[src/rtl/riscv_core_div_controller.sv]
// Sequencer around an unsigned non-restoring divider core for DIV/DIVU/REM/REMU (+W forms).
// Optional result reuse ("fuse") of the last core operation is enabled by RISCV_DIV_CTRL_FUSE_EN.
module riscv_core_div_controller #(
  parameter int XLEN = 64,
  parameter int TAGW = 5
) (
  input  logic            i_div_ctrl_clk,
  input  logic            i_div_ctrl_rst,
  input  logic            i_div_ctrl_valid,
  output logic            o_div_ctrl_ready,
  input  logic [1:0]      i_div_ctrl_op,
  input  logic            i_div_ctrl_word,
  input  logic [XLEN-1:0] i_div_ctrl_rs1,
  input  logic [XLEN-1:0] i_div_ctrl_rs2,
  input  logic [TAGW-1:0] i_div_ctrl_tag,
  input  logic            i_div_ctrl_flush,
  output logic            o_div_ctrl_resp_valid,
  input  logic            i_div_ctrl_resp_ready,
  output logic [XLEN-1:0] o_div_ctrl_result,
  output logic [TAGW-1:0] o_div_ctrl_tag,
  output logic            o_div_ctrl_busy,
  output logic            o_div_ctrl_core_en,
  output logic [XLEN-1:0] o_div_ctrl_core_dividend,
  output logic [XLEN-1:0] o_div_ctrl_core_divisor,
  input  logic            i_div_ctrl_core_done,
  input  logic [XLEN-1:0] i_div_ctrl_core_quotient,
  input  logic [XLEN-1:0] i_div_ctrl_core_remainder
);

  // Handshakes: a request transfers on a clock edge where valid && ready are both high;
  // a result transfers on an edge where resp_valid && resp_ready are both high. Flush wins.
  typedef enum logic [2:0] {S_IDLE, S_START, S_WAIT, S_FIX, S_RESP, S_DRAIN} state_t;

  state_t state, state_nxt;

  logic [1:0]      op_q;
  logic            word_q;
  logic [TAGW-1:0] tag_q;
  logic [XLEN-1:0] dvd_q, dvs_q, res_q;
  logic            neg_q, neg_r;

  logic            is_signed, is_rem, sa, sb, div0, ovf, fire, fuse_hit;
  logic [XLEN-1:0] a, b, mag_a, mag_b, min_val, spec_res, fix_val, fuse_val;

  function automatic logic [XLEN-1:0] sext32(input logic [XLEN-1:0] v);
    return {{(XLEN-32){v[31]}}, v[31:0]};
  endfunction

  assign is_signed = ~i_div_ctrl_op[0];
  assign is_rem    = i_div_ctrl_op[1];
  assign fire      = i_div_ctrl_valid && (state == S_IDLE) && !i_div_ctrl_flush;

  always_comb begin
    a = i_div_ctrl_rs1;
    b = i_div_ctrl_rs2;
    if (i_div_ctrl_word) begin
      a = is_signed ? sext32(i_div_ctrl_rs1) : {{(XLEN-32){1'b0}}, i_div_ctrl_rs1[31:0]};
      b = is_signed ? sext32(i_div_ctrl_rs2) : {{(XLEN-32){1'b0}}, i_div_ctrl_rs2[31:0]};
    end
    sa      = is_signed & a[XLEN-1];
    sb      = is_signed & b[XLEN-1];
    mag_a   = sa ? ('0 - a) : a;
    mag_b   = sb ? ('0 - b) : b;
    min_val = i_div_ctrl_word ? {{(XLEN-31){1'b1}}, 31'b0} : {1'b1, {(XLEN-1){1'b0}}};
    div0    = (b == '0);
    ovf     = is_signed && (a == min_val) && (b == '1);
    spec_res = '0;
    if (div0)     spec_res = is_rem ? a : '1;
    else if (ovf) spec_res = is_rem ? '0 : a;
    // W results are always the sign-extended 32-bit value, including the shortcut paths.
    if (i_div_ctrl_word) spec_res = sext32(spec_res);
  end

  always_comb begin
    fix_val = (op_q[1] ? neg_r : neg_q) ? ('0 - res_q) : res_q;
    if (word_q) fix_val = sext32(fix_val);
  end

`ifdef RISCV_DIV_CTRL_FUSE_EN
  // Record of the last completed core run, keyed by magnitudes plus sign flags.
  logic            fuse_valid, fuse_nq, fuse_nr, fuse_signed, fuse_word;
  logic [XLEN-1:0] fuse_dvd, fuse_dvs, fuse_quo, fuse_rem;

  assign fuse_hit = fuse_valid && (fuse_dvd == mag_a) && (fuse_dvs == mag_b) &&
                    (fuse_nq == (sa ^ sb)) && (fuse_nr == sa) &&
                    (fuse_signed == is_signed) && (fuse_word == i_div_ctrl_word);
  assign fuse_val = is_rem ? fuse_rem : fuse_quo;

  always_ff @(posedge i_div_ctrl_clk) begin
    if (i_div_ctrl_rst || i_div_ctrl_flush) begin
      fuse_valid  <= 1'b0;
      fuse_nq     <= 1'b0;
      fuse_nr     <= 1'b0;
      fuse_signed <= 1'b0;
      fuse_word   <= 1'b0;
      fuse_dvd    <= '0;
      fuse_dvs    <= '0;
      fuse_quo    <= '0;
      fuse_rem    <= '0;
    end else if (state == S_WAIT && i_div_ctrl_core_done) begin
      fuse_valid  <= 1'b1;
      fuse_nq     <= neg_q;
      fuse_nr     <= neg_r;
      fuse_signed <= ~op_q[0];
      fuse_word   <= word_q;
      fuse_dvd    <= dvd_q;
      fuse_dvs    <= dvs_q;
      fuse_quo    <= i_div_ctrl_core_quotient;
      fuse_rem    <= i_div_ctrl_core_remainder;
    end
  end
`else
  assign fuse_hit = 1'b0;
  assign fuse_val = '0;
`endif

  always_ff @(posedge i_div_ctrl_clk) begin
    if (i_div_ctrl_rst) state <= S_IDLE;
    else                state <= state_nxt;
  end

  always_comb begin
    state_nxt = state;
    case (state)
      S_IDLE:  if (fire) state_nxt = (div0 || ovf) ? S_RESP : (fuse_hit ? S_FIX : S_START);
      S_START: state_nxt = i_div_ctrl_flush ? S_DRAIN : S_WAIT;
      S_WAIT: begin
        if (i_div_ctrl_flush)          state_nxt = i_div_ctrl_core_done ? S_IDLE : S_DRAIN;
        else if (i_div_ctrl_core_done) state_nxt = S_FIX;
      end
      S_FIX:   state_nxt = i_div_ctrl_flush ? S_IDLE : S_RESP;
      S_RESP:  if (i_div_ctrl_flush || i_div_ctrl_resp_ready) state_nxt = S_IDLE;
      S_DRAIN: if (i_div_ctrl_core_done) state_nxt = S_IDLE;
      default: state_nxt = S_IDLE;
    endcase
  end

  always_ff @(posedge i_div_ctrl_clk) begin
    if (i_div_ctrl_rst) begin
      op_q   <= '0;
      word_q <= 1'b0;
      tag_q  <= '0;
      dvd_q  <= '0;
      dvs_q  <= '0;
      res_q  <= '0;
      neg_q  <= 1'b0;
      neg_r  <= 1'b0;
    end else begin
      if (fire) begin
        op_q   <= i_div_ctrl_op;
        word_q <= i_div_ctrl_word;
        tag_q  <= i_div_ctrl_tag;
        dvd_q  <= mag_a;
        dvs_q  <= mag_b;
        neg_q  <= sa ^ sb;
        neg_r  <= sa;
        res_q  <= (div0 || ovf) ? spec_res : fuse_val;
      end
      if (state == S_WAIT && i_div_ctrl_core_done && !i_div_ctrl_flush)
        res_q <= op_q[1] ? i_div_ctrl_core_remainder : i_div_ctrl_core_quotient;
      if (state == S_FIX) res_q <= fix_val;
    end
  end

  assign o_div_ctrl_ready         = (state == S_IDLE) && !i_div_ctrl_flush;
  assign o_div_ctrl_resp_valid    = (state == S_RESP) && !i_div_ctrl_flush;
  assign o_div_ctrl_result        = res_q;
  assign o_div_ctrl_tag           = tag_q;
  assign o_div_ctrl_busy          = (state != S_IDLE);
  assign o_div_ctrl_core_en       = (state == S_START);
  assign o_div_ctrl_core_dividend = dvd_q;
  assign o_div_ctrl_core_divisor  = dvs_q;

endmodule

[config.mk]
export PLATFORM = sky130hd
export DESIGN_NAME = riscv_core_div_controller
export DESIGN_NICKNAME = d
export VERILOG_FILES = /design/src/rtl/riscv_core_div_controller.sv
export SDC_FILE = /design/constraint.sdc
export NUM_CORES = 1
export LEC_CHECK = 0
export BUFFER_PORTS_ARGS = -buffer_cell sky130_fd_sc_hd__buf_2
export CORE_AREA = 5 5 179 181
export CTS_CLUSTER_DIAMETER = 100
export CTS_CLUSTER_SIZE = 25
export DETAILED_ROUTE_END_ITERATION = 10
export DIE_AREA = 0 0 184 186
export MAX_ROUTING_LAYER = met4
export PLACE_DENSITY = 0.81
export SETUP_SLACK_MARGIN = 0.5
export SLEW_MARGIN = 20
export SYNTH_ARGS = -nofsm -noshare
export SYNTH_HDL_FRONTEND = slang
export SYNTH_SLANG_ARGS = --single-unit
[constraint.sdc]
create_clock -name i_div_ctrl_clk -period 3.4 [get_ports i_div_ctrl_clk]
set_clock_uncertainty 0.15 [all_clocks]
set_input_delay 0.34 -clock i_div_ctrl_clk [delete_from_list [all_inputs] [get_ports i_div_ctrl_clk]]
set_output_delay 0.34 -clock i_div_ctrl_clk [all_outputs]
set_load 0.01 [all_outputs]
Yosys cells after proc, flatten, opt, wreduce, memory -nomap -nowiden

Cells that the tools add are included.

Eq/ne operators: 12
Add/sub/neg operators: 3
Reduce and logical (&&, ||, !) cells: 17
Mux-type cells: 30
Bitwise gates (word level): 4

Operators with widths:

| kind                  | count |
|---|---|
| $mux 64               | 18 |
| $sub 1x64->64 const A | 3 |
| $eq 64x64->1          | 1 |
| $eq 64x64->1 const B  | 1 |
| $logic_not 64->1      | 1 |
| $mux 63               | 1 |
| $mux 3                | 9 |
| $pmux 3 s6            | 1 |
| $logic_and 1x1->1     | 8 |
| $eq 3x2->1 const B    | 2 |
| $eq 3x3->1 const B    | 2 |
| $ne 2x2->1 const B    | 3 |
| $ne 3x3->1 const B    | 2 |
| $reduce_bool 3->1     | 2 |
| $reduce_and 4->1      | 1 |
| $eq 3x1->1 const B    | 1 |
| $logic_not 3->1       | 1 |
| $and 1x1->1           | 2 |
| $logic_or 1x1->1      | 2 |
| $reduce_and 2->1      | 1 |
| $logic_not 1->1       | 1 |
| $mux 1                | 1 |
| $not 1->1             | 1 |
| $xor 1x1->1           | 1 |

Input port bits: 270
Logic and storage cells: 76
Flip-flop bits (word level): 205

Logic depth before layout (Yosys ltp)

Gate-level depths: netlist (run 1).

Depth in word-level cells: 12
Mapped depth: 12

Worst setup path before layout (run 1)

OpenSTA, ideal clock, no wires.

Path type: register -> register
Start: register res_q[30], in the netlist o_div_ctrl_result[30]
End: register res_q[48], in the netlist o_div_ctrl_result[48]
Required time: 3.127 ns
Path slack: 0.326 ns
Cell stages (with the launch flop): 10
Arrival time: 2.802 ns
Buffers on the path: 1
Clock period less this slack: 3.074 ns
Cell sequence: dfxtp_1 -> or4_1 -> or2_2 -> or2_1 -> clkbuf_1 -> or2_2 -> nor3_1 -> mux2_2 -> a221oi_1 -> nor2_1

Cells in the longest elaborated chain, start to end: 4

Ends and longest elaborated chain:

| element                  | RTL line | RTL |
|---|---|---|
| start: declaration       | 39       | `logic [XLEN-1:0] dvd_q, dvs_q, res_q;` |
| start signal: assignment | 157      | `res_q <= (div0 \|\| ovf) ? spec_res : fuse_val;` |
| start signal: assignment | 160      | `res_q <= op_q[1] ? i_div_ctrl_core_remainder : i_div_ctrl_core_quotient;` |
| start signal: assignment | 161      | `if (state == S_FIX) res_q <= fix_val;` |
| $sub 1x64->64            | 75       | `fix_val = (op_q[1] ? neg_r : neg_q) ? ('0 - res_q) : res_q;` |
| $mux 64                  | 75       |  |
| $mux 64                  | 76       | `if (word_q) fix_val = sext32(fix_val);` |
| $mux 64                  | 161      |  |

Every way passes these cells. The select of a mux whose other input is x is not followed.
A chain may end at the register's enable or synchronous reset.

Worst setup path after layout (run 1)

Start: input port i_div_ctrl_rs2[48]
End: register res_q[41], in the netlist o_div_ctrl_result[41]

Cells in the longest elaborated chain, start to end: 10
Elaborated cells on any way between the ends: 12
Those cells by class: eq/ne (1); mux (8); reduce/logical (3)

Ends and longest elaborated chain:

| element            | RTL line | RTL |
|---|---|---|
| start: declaration | 14       | `input logic [XLEN-1:0] i_div_ctrl_rs2,` |
| $mux 64 *          | 56       | `if (i_div_ctrl_word) begin` |
| $eq 64x64->1       | 66       | `ovf = is_signed && (a == min_val) && (b == '1);` |
| $logic_and 1x1->1  | 66       |  |
| $mux 64            | 69       | `else if (ovf) spec_res = is_rem ? '0 : a;` |
| $mux 64            | 68       | `if (div0) spec_res = is_rem ? a : '1;` |
| $mux 64            | 71       | `if (i_div_ctrl_word) spec_res = sext32(spec_res);` |
| $mux 64 *          | 157      |  |
| $mux 64 *          | 149      | `if (fire) begin` |
| $mux 64 *          | 159      | `if (state == S_WAIT && i_div_ctrl_core_done && !i_div_ctrl_flush)` |
| $mux 64 *          | 161      |  |

Mark *: on every way between the ends. The rest lies on a longest branch, timed or not. The select of a mux whose other input is x is not followed.

==> flow_metrics.env, run 1 <==
export IMPL_post_place_ws_ns=-0.309
export IMPL_pwr_share_clk_pct=26.3
export IMPL_clk_pin_slew_ns=0.11
export IMPL_grt_pass1_vias=17400
export IMPL_hp_start="i_div_ctrl_rs1[13]"
export IMPL_use_met1_pct=47.4
export IMPL_wirelength_mm=69.6
export IMPL_num_vias=18800
export IMPL_placed_cell_area_um2=18000
export IMPL_ir_drop_v=0.000308
export IMPL_yosys_warnings=0
export IMPL_firstDrtPassIters=7
export IMPL_r2r_end="o_div_ctrl_result[58]$_SDFFE_PP0P_"
export IMPL_synth_ff_type="dfxtp_1"
export IMPL_routabilityCongestion=1.01
export IMPL_cap_violations=0
export IMPL_drc_errors=0
export IMPL_layout_drive_gt1_share_pct=29.1
export IMPL_io_pins=471
export IMPL_critPathArrivalTime_ns=3.19
export IMPL_io_buffers=470
export IMPL_finalNonFillerCells=2924
export IMPL_insertion_delay_ns=0.52
export IMPL_clock_sinks=204
export IMPL_syn_area_per_cell_um2=7.23
export IMPL_top_usage_layer="met2"
export IMPL_die_w_um=184
export IMPL_combPwrFrac_pct=33.4
export IMPL_core_um2=30300
export IMPL_critical_path_class="in -> reg"
export IMPL_syn_inst=2050
export IMPL_antenna_found_initial=5
export IMPL_grtUsageMet2_pct=62.1
export IMPL_r2r_start="o_div_ctrl_result[24]$_SDFFE_PP0P_"
export IMPL_setup_ws_ns=0.492
export IMPL_clockBufferDepth=3
export IMPL_numCtsBuffers=13
export IMPL_hold_path_depth=3
export IMPL_status="completed"
export IMPL_hold_viol=0
export IMPL_final_setup_viol_count=0
export IMPL_yosys_top_cells_area="dfxtp_1, a21oi_1, nor2_1, o21ai_0, a211oi_1"
export IMPL_synth_seq_cells=204
export IMPL_grt_first_pass_wirelength_mm=102
export IMPL_switching_share_pct=37.3
export IMPL_p_switching_mw=2.54
export IMPL_seq_area_frac_synth_pct=27.6
export IMPL_syn_num_nets=2324
export IMPL_worstHoldPathType="in -> reg"
export IMPL_row_count=64
export IMPL_holdWs_ns=0.0179
export IMPL_end_kind="flop"
export IMPL_start_util_pct=48.9
export IMPL_power_density_nw_per_um2=357
export IMPL_netlist_area_um2=14800
export IMPL_drtIter0Drc=2346
export IMPL_holdPathEnd="o_div_ctrl_core_dividend[13]$_SDFFE_PP0P_"
export IMPL_maxSlewHeadroom_pct=37.9
export IMPL_cts_root_buffer="clkbuf_16"
export IMPL_grt_max_degree=137
export IMPL_cts_htree_levels=1
export IMPL_intPower_mw=4.28
export IMPL_place_hpwl_mm=52.4
export IMPL_r2r_cells=8
export IMPL_die_y_um=186
export IMPL_synth_edff_count=0
export IMPL_required_ns=3.68
export IMPL_fmax_mhz=344
export IMPL_rsz0062_at_grt="true"
export IMPL_wl_per_cell_um=23.8
export IMPL_finalCritPeriodShare_pct=85.5
export IMPL_synth_cell_types=85
export IMPL_ant_nets=0
export IMPL_grt_total_usage_pct=38.5
export IMPL_met3_usage_pct=8.13
export IMPL_p_leak_nw=7.67
export IMPL_cp_max_fo=11
export IMPL_cts_tree="done"
export IMPL_critPathLaunchType="primary input"
export IMPL_placed_cells=2866
export IMPL_dieArea_um2=34200
export IMPL_regToRegSetupSlack_ns=0.50
export IMPL_seqPwrFrac_pct=40.2
export IMPL_overflow=0
export IMPL_nets=2793
export IMPL_min_period_ns=2.91
export IMPL_final_area_um2=19100
export IMPL_tightest_slew_ns=0.931
export IMPL_via_per_inst=6.43
export IMPL_area_delta_synth_final_pct=28.9
export IMPL_synth_top_area_share_pct=27.6
export IMPL_slew_viol_final=0
export IMPL_async_flop_share_pct=0
export IMPL_synth_area_leader_cell="dfxtp_1"
## worst max-delay path by stage
stage / start / to / depth (start not counted)
2_1_floorplan: o_div_ctrl_result[7]$_SDFFE_PP0P_ / o_div_ctrl_result[48]$_SDFFE_PP0P_ / 8
5_1_grt: i_div_ctrl_rs2[48] / o_div_ctrl_result[41]$_SDFFE_PP0P_ / 12
3_3_place_gp: i_div_ctrl_word / o_div_ctrl_core_dividend[63]$_SDFFE_PP0P_ / 10
6_report: i_div_ctrl_rs2[48] / o_div_ctrl_result[41]$_SDFFE_PP0P_ / 12
3_5_place_dp: i_div_ctrl_word / o_div_ctrl_core_dividend[63]$_SDFFE_PP0P_ / 10
4_1_cts: o_div_ctrl_result[24]$_SDFFE_PP0P_ / o_div_ctrl_result[48]$_SDFFE_PP0P_ / 7
## worst max-delay path, stage by stage
cell and delay (ns):
buf_8 0.10, or4_4 0.52, or4_4 0.54, o31a_4 0.42, buf_4 0.15, nor4_4 0.19
buf_12 0.18, or2_4 0.15, buf_4 0.16, a21o_1 0.10, a31oi_1 0.07, nor4_1 0.26
## cells in the mapped netlist (33+ instances only)
cell      number
nor2_1       255
dfxtp_1      204
nand2_1      199
a21oi_1      194
o21ai_0      159
clkbuf_1     134
a211oi_1     105
nor3_1        80
xnor2_1       61
xor2_1        54
mux2i_1       51
nor4_1        47
a31oi_1       39
nand3_1       36
o31ai_1       33
## sequential cells by signal, indices dropped and copies added (netlist names)
name,cells
neg_q,1
neg_r,1
o_div_ctrl_core_dividend,64
o_div_ctrl_core_divisor,64
o_div_ctrl_result,64
o_div_ctrl_tag,5
op_q,1
state,3
word_q,1
## final cells by class
cell class / instances / area [µm²]
Antenna cell: 4 / 10.0
Clock buffer: 15 / 333
Clock inverter: 5 / 75.1
Fill cell: 2857 / 11200
Inverter: 23 / 86.3
Multi-Input combinational cell: 1671 / 10300
Sequential cell: 204 / 4110
Tap cell: 396 / 495
Timing Repair Buffer: 606 / 3640
## per-layer routing
layer | vias to the layer above | routed length, µm
met5 | - | 0
met4 | 0 | 3320
met3 | 234 | 7800
met2 | 1272 | 32200
met1 | 8762 | 26300
li1 | 8521 | -
## metrics by stage
| step | power (mW) | util (%) | TNS (ns) |
|---|---|---|---|
| after floorplan | 3.98 | - | 0 |
| after CTS | 6.71 | 61.5 | 0 |
| after detailed placement | 4.91 | 59.4 | -0.545 |
| final | 6.81 | 63.1 | 0 |
| after global routing | 7.08 | 63.1 | 0 |
| after global placement | 4.88 | 59.4 | -0.363 |
## cell families (layout without fill, tap and decap cells)
logic type	Yosys count	count (layout)	synth area share, %
buffers and inverters	175	649	4.78
muxes	66	66	4.59
AOI/OAI and AO/OA	680	680	29.3
xor gates and xnor gates	115	115	6.80
and+or+nand+nor	806	806	26.6
DFF	204	204	27.6
adders and majority gates	4	4	0.338
other	0	4	0
## what timing repair did
item	4_1_cts	5_1_grt
hold endpoints to repair	11	0
resized for setup	26	58
buffers inserted	3	16
pin swaps	7	28
setup endpoints to repair	30	67
hold buffers	11	0
gates cloned	0	4
## power by group through the flow
stage	registers (mW)	logic (mW)	clock network, mW
after detailed placement	2.78	2.13	0
after CTS	2.73	2.17	1.80
after floorplan	2.82	1.17	0
after global routing	2.76	2.45	1.88
after global placement	2.78	2.11	0
final	2.74	2.28	1.80
## cells in the final DEF (no fill, tap or decap), types with 19 or more instances in the layout
master,instances
a211oi_1,105
a21oi_1,190
a31oi_1,38
buf_2,465
buf_4,110
dfxtp_1,193
inv_1,22
mux2i_1,51
nand2_1,195
nand3_1,33
nand4_1,25
nor2_1,252
nor2b_1,19
nor3_1,77
nor4_1,36
o21ai_0,155
o31ai_1,32
or3_1,30
xnor2_1,61
xor2_1,54
Power figures use the tool's default switching activity.
==> run 2: changes to the inputs <==
ABC_AREA = 1   (was unset)
CORE_AREA = unset   (was 5 5 179 181)
CORE_ASPECT_RATIO = 1.1   (was unset)
CORE_MARGIN = 5   (was unset)
CORE_UTILIZATION = 54   (was unset)
DIE_AREA = unset   (was 0 0 184 186)
PLACE_DENSITY = 0.85   (was 0.81)
==> run 2 against run 1 <==
Total power up 17%. Fmax up 7.5%. Register-to-register slack better by 0.19 ns. Flip-flop and latch count unchanged. Core utilization up 3.0 points. Wire length up 6.8%. Clock power down 3%. Critical path depth up 2. Final cell count up 31%. Global-route usage up 2.8 points. Non-clock buffer count down 57. Critical path type is now reg -> reg.
==> flow_metrics.env, run 2 <==
export IMPL_layout_commonest_cell="nand2_1"
export IMPL_drtIter0Drc=2548
export IMPL_seqPwrFrac_pct=37.0
export IMPL_cts_htree_levels=1
export IMPL_tightest_slew_ns=0.804
export IMPL_dieArea_um2=34900
export IMPL_grt_pass1_vias=20800
export IMPL_syn_inst=2973
export IMPL_grtUsageMet2_pct=65.7
export IMPL_multi_input_area_um2=10900
export IMPL_grt_first_pass_wirelength_mm=113
export IMPL_io_pins=471
export IMPL_grt_total_usage_pct=41.3
export IMPL_slew_viol_final=0
export IMPL_fill_cells=2963
export IMPL_finalCritPeriodShare_pct=79.6
export IMPL_seq_area_frac_synth_pct=24.2
export IMPL_synth_ff_type="dfxtp_1"
export IMPL_intPower_mw=4.53
export IMPL_core_um2=30700
export IMPL_status="completed"
export IMPL_ff_latch_area_um2=4090
export IMPL_synth_most_common_cell="nand2_1"
export IMPL_placed_cells=3787
export IMPL_r2r_cells=14
export IMPL_cap_violations=0
export IMPL_top_usage_layer="met2"
export IMPL_critical_path_class="reg -> reg"
export IMPL_layout_drive_gt1_share_pct=19.4
export IMPL_layout_common_cells="nand2_1, buf_2, nor2_1, inv_1, o21ai_0"
export IMPL_critPathArrivalTime_ns=2.94
export IMPL_wirelength_mm=74.3
export IMPL_cp_top_family="simple AND/OR/NAND/NOR gates"
export IMPL_firstDrtPassIters=7
export IMPL_place_hpwl_mm=58.5
export IMPL_synth_top_area_share_pct=24.2
export IMPL_switching_share_pct=43.4
export IMPL_die_w_um=178
export IMPL_routabilityCongestion=1.11
export IMPL_die_y_um=195
export IMPL_via_per_inst=5.87
export IMPL_clk_pin_slew_ns=0.10
export IMPL_hold_path_depth=3
export IMPL_worstHoldPathType="in -> reg"
export IMPL_synth_cell_types=55
export IMPL_cp_max_fo=6
export IMPL_area_delta_synth_final_pct=20.3
export IMPL_cts_tree="done"
export IMPL_cpMostUsedCell="nand2_1"
export IMPL_end_kind="flop"
export IMPL_yosys_warnings=0
export IMPL_overflow=0
export IMPL_syn_area_per_cell_um2=5.67
export IMPL_drc_errors=0
export IMPL_antenna_found_initial=5
export IMPL_p_switching_mw=3.48
export IMPL_slowest_stage="dfxtp_1"
export IMPL_placed_cell_area_um2=19700
export IMPL_numCtsBuffers=13
export IMPL_crit_path_max_incr_delay_ns=0.40
export IMPL_final_area_um2=20300
export IMPL_synth_top_cells_by_count="nand2_1, nor2_1, inv_1"
export IMPL_hold_viol=0
export IMPL_fin_tns_setup_ns=0
export IMPL_power_density_nw_per_um2=395
export IMPL_final_setup_viol_count=0
export IMPL_num_vias=22400
export IMPL_synth_seq_cells=204
export IMPL_netlist_area_um2=16900
export IMPL_insertion_delay_ns=0.52
export IMPL_start_util_pct=55.0
export IMPL_grt_max_degree=70
export IMPL_met3_usage_pct=6.52
export IMPL_cp_num_cells=14
export IMPL_ant_nets=0
export IMPL_min_period_ns=2.71
export IMPL_ir_drop_v=0.000481
export IMPL_clockBufferDepth=3
export IMPL_critPathLaunchType="flop"
export IMPL_cts_root_buffer="clkbuf_16"
export IMPL_worst_path_buf_inv=1
export IMPL_required_ns=3.64
export IMPL_pwr_share_clk_pct=21.8
export IMPL_io_buffers=470
export IMPL_use_met1_pct=49.9
export IMPL_rsz0062_at_grt="false"
export IMPL_worstPathCellList="inv_1, ha_1, nand2_1, nor2_2, nand2_2, nor2_2, nand4_1, nor2_2, nand2_1, or2_2, nand3_1, nand2_1, nand2_1, a21oi_1"
export IMPL_async_flop_share_pct=0
export IMPL_finalNonFillerCells=3818
export IMPL_wl_per_cell_um=19.5
export IMPL_fmax_mhz=370
export IMPL_row_count=67
export IMPL_p_leak_nw=10.6
export IMPL_syn_num_nets=3247
export IMPL_synth_area_leader_cell="dfxtp_1"
export IMPL_clock_sinks=204
export IMPL_synth_edff_count=0
export IMPL_maxSlewHeadroom_pct=45.8
export IMPL_combPwrFrac_pct=41.2
export IMPL_yosys_top_cells_area="dfxtp_1, nand2_1, nor2_1, inv_1, o21ai_0"
export IMPL_nets=3668
## run 2: changes by cell type in the layout (fill, tap and decap cells not counted), sizes merged, moves of 30 or more
cell,delta
nand2,+659
nand3,+128
nor2,+137
buf,-48
nor4,-34
o221ai,+42
mux2i,-51
xnor2,-44
a31oi,-34
a21oi,+44
inv,+336
or3,-30
a211oi,-107
o21ai,+115
## run 2: power groups by stage
| stage | clock network, mW | logic [mW] | registers [mW] |
|---|---|---|---|
| floorplan | 0 | 1.83 | 3.05 |
| global placement | 0 | 3.13 | 2.98 |
| detailed placement | 0 | 3.17 | 2.99 |
| CTS | 1.75 | 3.20 | 2.94 |
| global route | 1.85 | 3.60 | 2.99 |
| finish | 1.74 | 3.30 | 2.96 |
## run 2: what timing repair did
| item | 4_1_cts | 5_1_grt |
|---|---|---|
| hold endpoints to repair | 6 | 0 |
| endpoints found under the setup margin | 34 | 89 |
| buffers inserted | 0 | 0 |
| gates cloned | 0 | 0 |
| hold buffers | 6 | 0 |
| resized for setup | 3 | 27 |
## run 2: area by class of cell
| type | count | share of cell area (%) |
|---|---|---|
| inverters | 360 | 6.75 |
| repair buffers | 549 | 15.0 |
| clock buffers | 14 | 1.67 |
| well taps | 414 | 2.55 |
| diodes | 5 | 0.0617 |
| multi-input cells | 2266 | 53.5 |
| clock inverters | 6 | 0.321 |
| flip-flops and latches | 204 | 20.1 |
## run 2: logic make-up (layout without fill, tap and decap cells)
kind of cell	after synthesis	count (layout)	share of synthesized area [%]
DFF	204	204	24.2
AOI/OAI and AO/OA	638	638	21.2
xor gates and xnor gates	66	66	3.43
other	0	5	0
and+or+nand+nor	1558	1558	38.8
adders and majority gates	4	4	0.297
buffers and inverters	503	929	12.0
## run 2: path summary, 6_finish.rpt
| path | startpoint | endpoint | slack (ns) |
|---|---|---|---|
| max | o_div_ctrl_result[1]$_SDFFE_PP0P_ | o_div_ctrl_result[44]$_SDFFE_PP0P_ | 0.69 |
| min | i_div_ctrl_rs2[0] | o_div_ctrl_core_divisor[0]$_SDFFE_PP0P_ | 0.006 |
| max reg2reg | o_div_ctrl_result[1]$_SDFFE_PP0P_ | o_div_ctrl_result[44]$_SDFFE_PP0P_ | 0.69 |
| min reg2reg | o_div_ctrl_tag[0]$_SDFFE_PP0P_ | o_div_ctrl_tag[0]$_SDFFE_PP0P_ | 0.33 |
## run 2: layer usage
| metal | vias to the layer above | routed length [µm] |
|---|---|---|
| met5 | - | 0 |
| met4 | 0 | 4930 |
| met3 | 343 | 7830 |
| met2 | 1505 | 34200 |
| met1 | 10100 | 27400 |
| li1 | 10500 | - |
## run 2: worst reg2reg max path, cell delays in order (launching register included)
cell and delay (ns):
dfxtp_1 0.40, inv_1 0.10, ha_1 0.16, nand2_1 0.08
nor2_2 0.17, nand2_2 0.15, nor2_2 0.17, nand4_1 0.22
nor2_2 0.26, nand2_1 0.17, or2_2 0.30, nand3_1 0.07
nand2_1 0.05, nand2_1 0.08, a21oi_1 0.05
## run 2: per-stage QoR
stage | worst slack (ns) | total power, mW | util [%] | hold WS [ns]
4_1_cts | 0.509 | 7.89 | 65.8 | 0.0114
6_report | 0.694 | 8.01 | 66.1 | 0.00602
3_5_place_dp | 0.189 | 6.16 | 64.2 | 0.310
2_1_floorplan | 1.08 | 4.88 | - | 0.316
3_3_place_gp | 0.244 | 6.11 | 64.2 | 0.299
5_1_grt | 0.512 | 8.43 | 66.1 | 0.0357
==> run 3: changes to the inputs <==
ABC_AREA = 0   (was 1)
CORE_AREA = 5 5 179 181   (was unset)
CORE_ASPECT_RATIO = unset   (was 1.1)
CORE_MARGIN = unset   (was 5)
CORE_UTILIZATION = unset   (was 54)
DIE_AREA = 0 0 184 186   (was unset)
PLACE_DENSITY = 0.81   (was 0.85)
clock period = 2.6 ns   (was 3.4 ns; I/O delays follow)
==> run 3 against run 2 <==
The flow now finishes with violations (setup timing). Cell area increased by 20%. Sequential share of layout area is 3.3 points lower. Fmax is 7.1% lower. Sequential power grew 20%. Largest cell class unchanged. Largest power group unchanged.
==> flow_metrics.env, run 3 (synthesis gave the netlist of run 1 again) <==
export IMPL_end_kind="flop"
export IMPL_critPathLaunchType="flop"
export IMPL_setup_ws_ns=-0.313
export IMPL_cts_tree="done"
export IMPL_grt_max_degree=92
export IMPL_wl_per_cell_um=25.5
export IMPL_die_w_um=184
export IMPL_grt_total_usage_pct=45.4
export IMPL_required_ns=2.85
export IMPL_insertion_delay_ns=0.51
export IMPL_r2r_start="o_div_ctrl_result[47]$_SDFFE_PP0P_"
export IMPL_dieArea_um2=34200
export IMPL_ant_nets=0
export IMPL_status="complete, but fails checks"
export IMPL_wirelength_mm=84.7
export IMPL_layout_drive_gt1_share_pct=46.8
export IMPL_core_um2=30300
export IMPL_violations="setup timing"
export IMPL_fill_cells=1906
export IMPL_num_vias=22400
export IMPL_io_buffers=470
export IMPL_wl_met3_mm=10.8
export IMPL_cts_root_buffer="clkbuf_16"
export IMPL_grt_pass1_vias=20800
export IMPL_via_per_inst=6.74
export IMPL_route_met2_wl_mm=38.1
export IMPL_numCtsBuffers=13
export IMPL_layout_commonest_cell="buf_2"
export IMPL_overflow=0
export IMPL_antenna_found_initial=3
export IMPL_r2r_cells=8
export IMPL_tightest_slew_ns=0.820
export IMPL_min_period_ns=2.91
export IMPL_critical_path_class="reg -> reg"
export IMPL_cap_violations=0
export IMPL_maxSlewHeadroom_pct=45.1
export IMPL_placed_cell_area_um2=20900
export IMPL_hold_viol=0
export IMPL_hold_path_depth=4
export IMPL_p_leak_nw=10.2
export IMPL_finalCritPeriodShare_pct=112
export IMPL_r2r_end="o_div_ctrl_result[59]$_SDFFE_PP0P_"
export IMPL_worstHoldPathType="in -> reg"
export IMPL_power_density_nw_per_um2=413
export IMPL_area_delta_synth_final_pct=64.8
export IMPL_grt_first_pass_wirelength_mm=120
export IMPL_clk_pin_slew_ns=0.10
export IMPL_clockBufferDepth=3
export IMPL_routabilityCongestion=1.02
export IMPL_io_pins=471
export IMPL_regToRegSetupSlack_ns=-0.31
export IMPL_layout_common_cells="buf_2, buf_4, nor2_1, dfxtp_1, nand2_1"
export IMPL_rsz0062_at_grt="true"
export IMPL_firstDrtPassIters=6
export IMPL_drtIter0Drc=2657
export IMPL_ir_drop_v=0.000728
export IMPL_row_count=64
export IMPL_fmax_mhz=343
export IMPL_cp_max_fo=4
export IMPL_top_layer="met4"
export IMPL_die_y_um=186
export IMPL_place_hpwl_mm=58.0
export IMPL_critPathArrivalTime_ns=3.16
export IMPL_hp_start="i_div_ctrl_rs2[55]"
export IMPL_holdPathEnd="o_div_ctrl_core_divisor[55]$_SDFFE_PP0P_"
export IMPL_cts_htree_levels=1
export IMPL_final_area_um2=24400
export IMPL_slew_viol_final=0
export IMPL_met1Wirelength_mm=28.8
export IMPL_drc_errors=0
export IMPL_final_util_pct=80.7
export IMPL_power_mw=10.1
export IMPL_nets=3197
export IMPL_start_util_pct=48.9
export IMPL_final_setup_viol_count=63
export IMPL_post_place_ws_ns=-0.632
export IMPL_clock_sinks=204
==> run 3: metrics by stage <==
step	std cells	setup TNS (ns)	hold slack [ns]
2_1_floorplan	2050	-6.09	0.246
3_3_place_gp	3189	-31.78	0.283
3_5_place_dp	3189	-37.59	0.290
4_1_cts	3282	-3.00	0.00574
5_1_grt	3327	-17.69	0.0323
6_report	3327	-10.70	0.0174
==> run 3: how the worst max path moves through the flow <==
stage                                             startpoint                                  to  slack (ns)  cells past startpoint
after floorplan           o_div_ctrl_result[30]$_SDFFE_PP0P_  o_div_ctrl_result[48]$_SDFFE_PP0P_       -0.21                      9
after global placement                    i_div_ctrl_rs2[43]  o_div_ctrl_result[63]$_SDFFE_PP0P_       -0.58                     11
after detailed placement                  i_div_ctrl_rs2[43]  o_div_ctrl_result[63]$_SDFFE_PP0P_       -0.63                     11
after CTS                 o_div_ctrl_result[46]$_SDFFE_PP0P_  o_div_ctrl_result[58]$_SDFFE_PP0P_       -0.23                      8
after global routing      o_div_ctrl_result[16]$_SDFFE_PP0P_  o_div_ctrl_result[58]$_SDFFE_PP0P_       -0.41                      9
final                     o_div_ctrl_result[47]$_SDFFE_PP0P_  o_div_ctrl_result[59]$_SDFFE_PP0P_       -0.31                      8
==> run 3: per-layer routing <==
layer  global-route usage [%]  vias up
met1                     53.9    10400
met5                        -        -
met2                     72.7     2077
met3                     9.01      626
met4                     24.5        0
li1                         -     9352
==> run 3: area by class of cell <==
class	instances	area, µm²	area share [%]
repair buffers	1009	7270	29.8
clock inverters	4	52.6	0.215
flip-flops and latches	204	4100	16.8
inverters	23	86.3	0.354
clock buffers	16	347	1.42
multi-input cells	1672	12100	49.4
well taps	396	495	2.03
diodes	3	7.51	0.0307
==> run 3: repair_timing <==
action,in CTS,in global routing
hold buffers,14,0
setup buffers,48,42
setup endpoints to repair,162,179
pin swaps,123,133
endpoints found under the hold margin,15,0
cloned,11,0
gates resized for setup,226,227
==> run 3: power breakdown <==
group / internal, mW / switching (mW)
Combinational: 1.83 / 2.40
Sequential: 3.36 / 0.190
Clock: 0.996 / 1.31
Total: 6.19 / 3.90
==> run 3: worst max-delay path, cell delays in order (launching register included) <==
cell and delay, ns:
dfxtp_2 0.36, or4_4 0.52, or4b_4 0.56, or2_4 0.28, nor3_4 0.29, nand3_2 0.14, xor2_2 0.19, a221oi_2 0.26
nor3_1 0.07
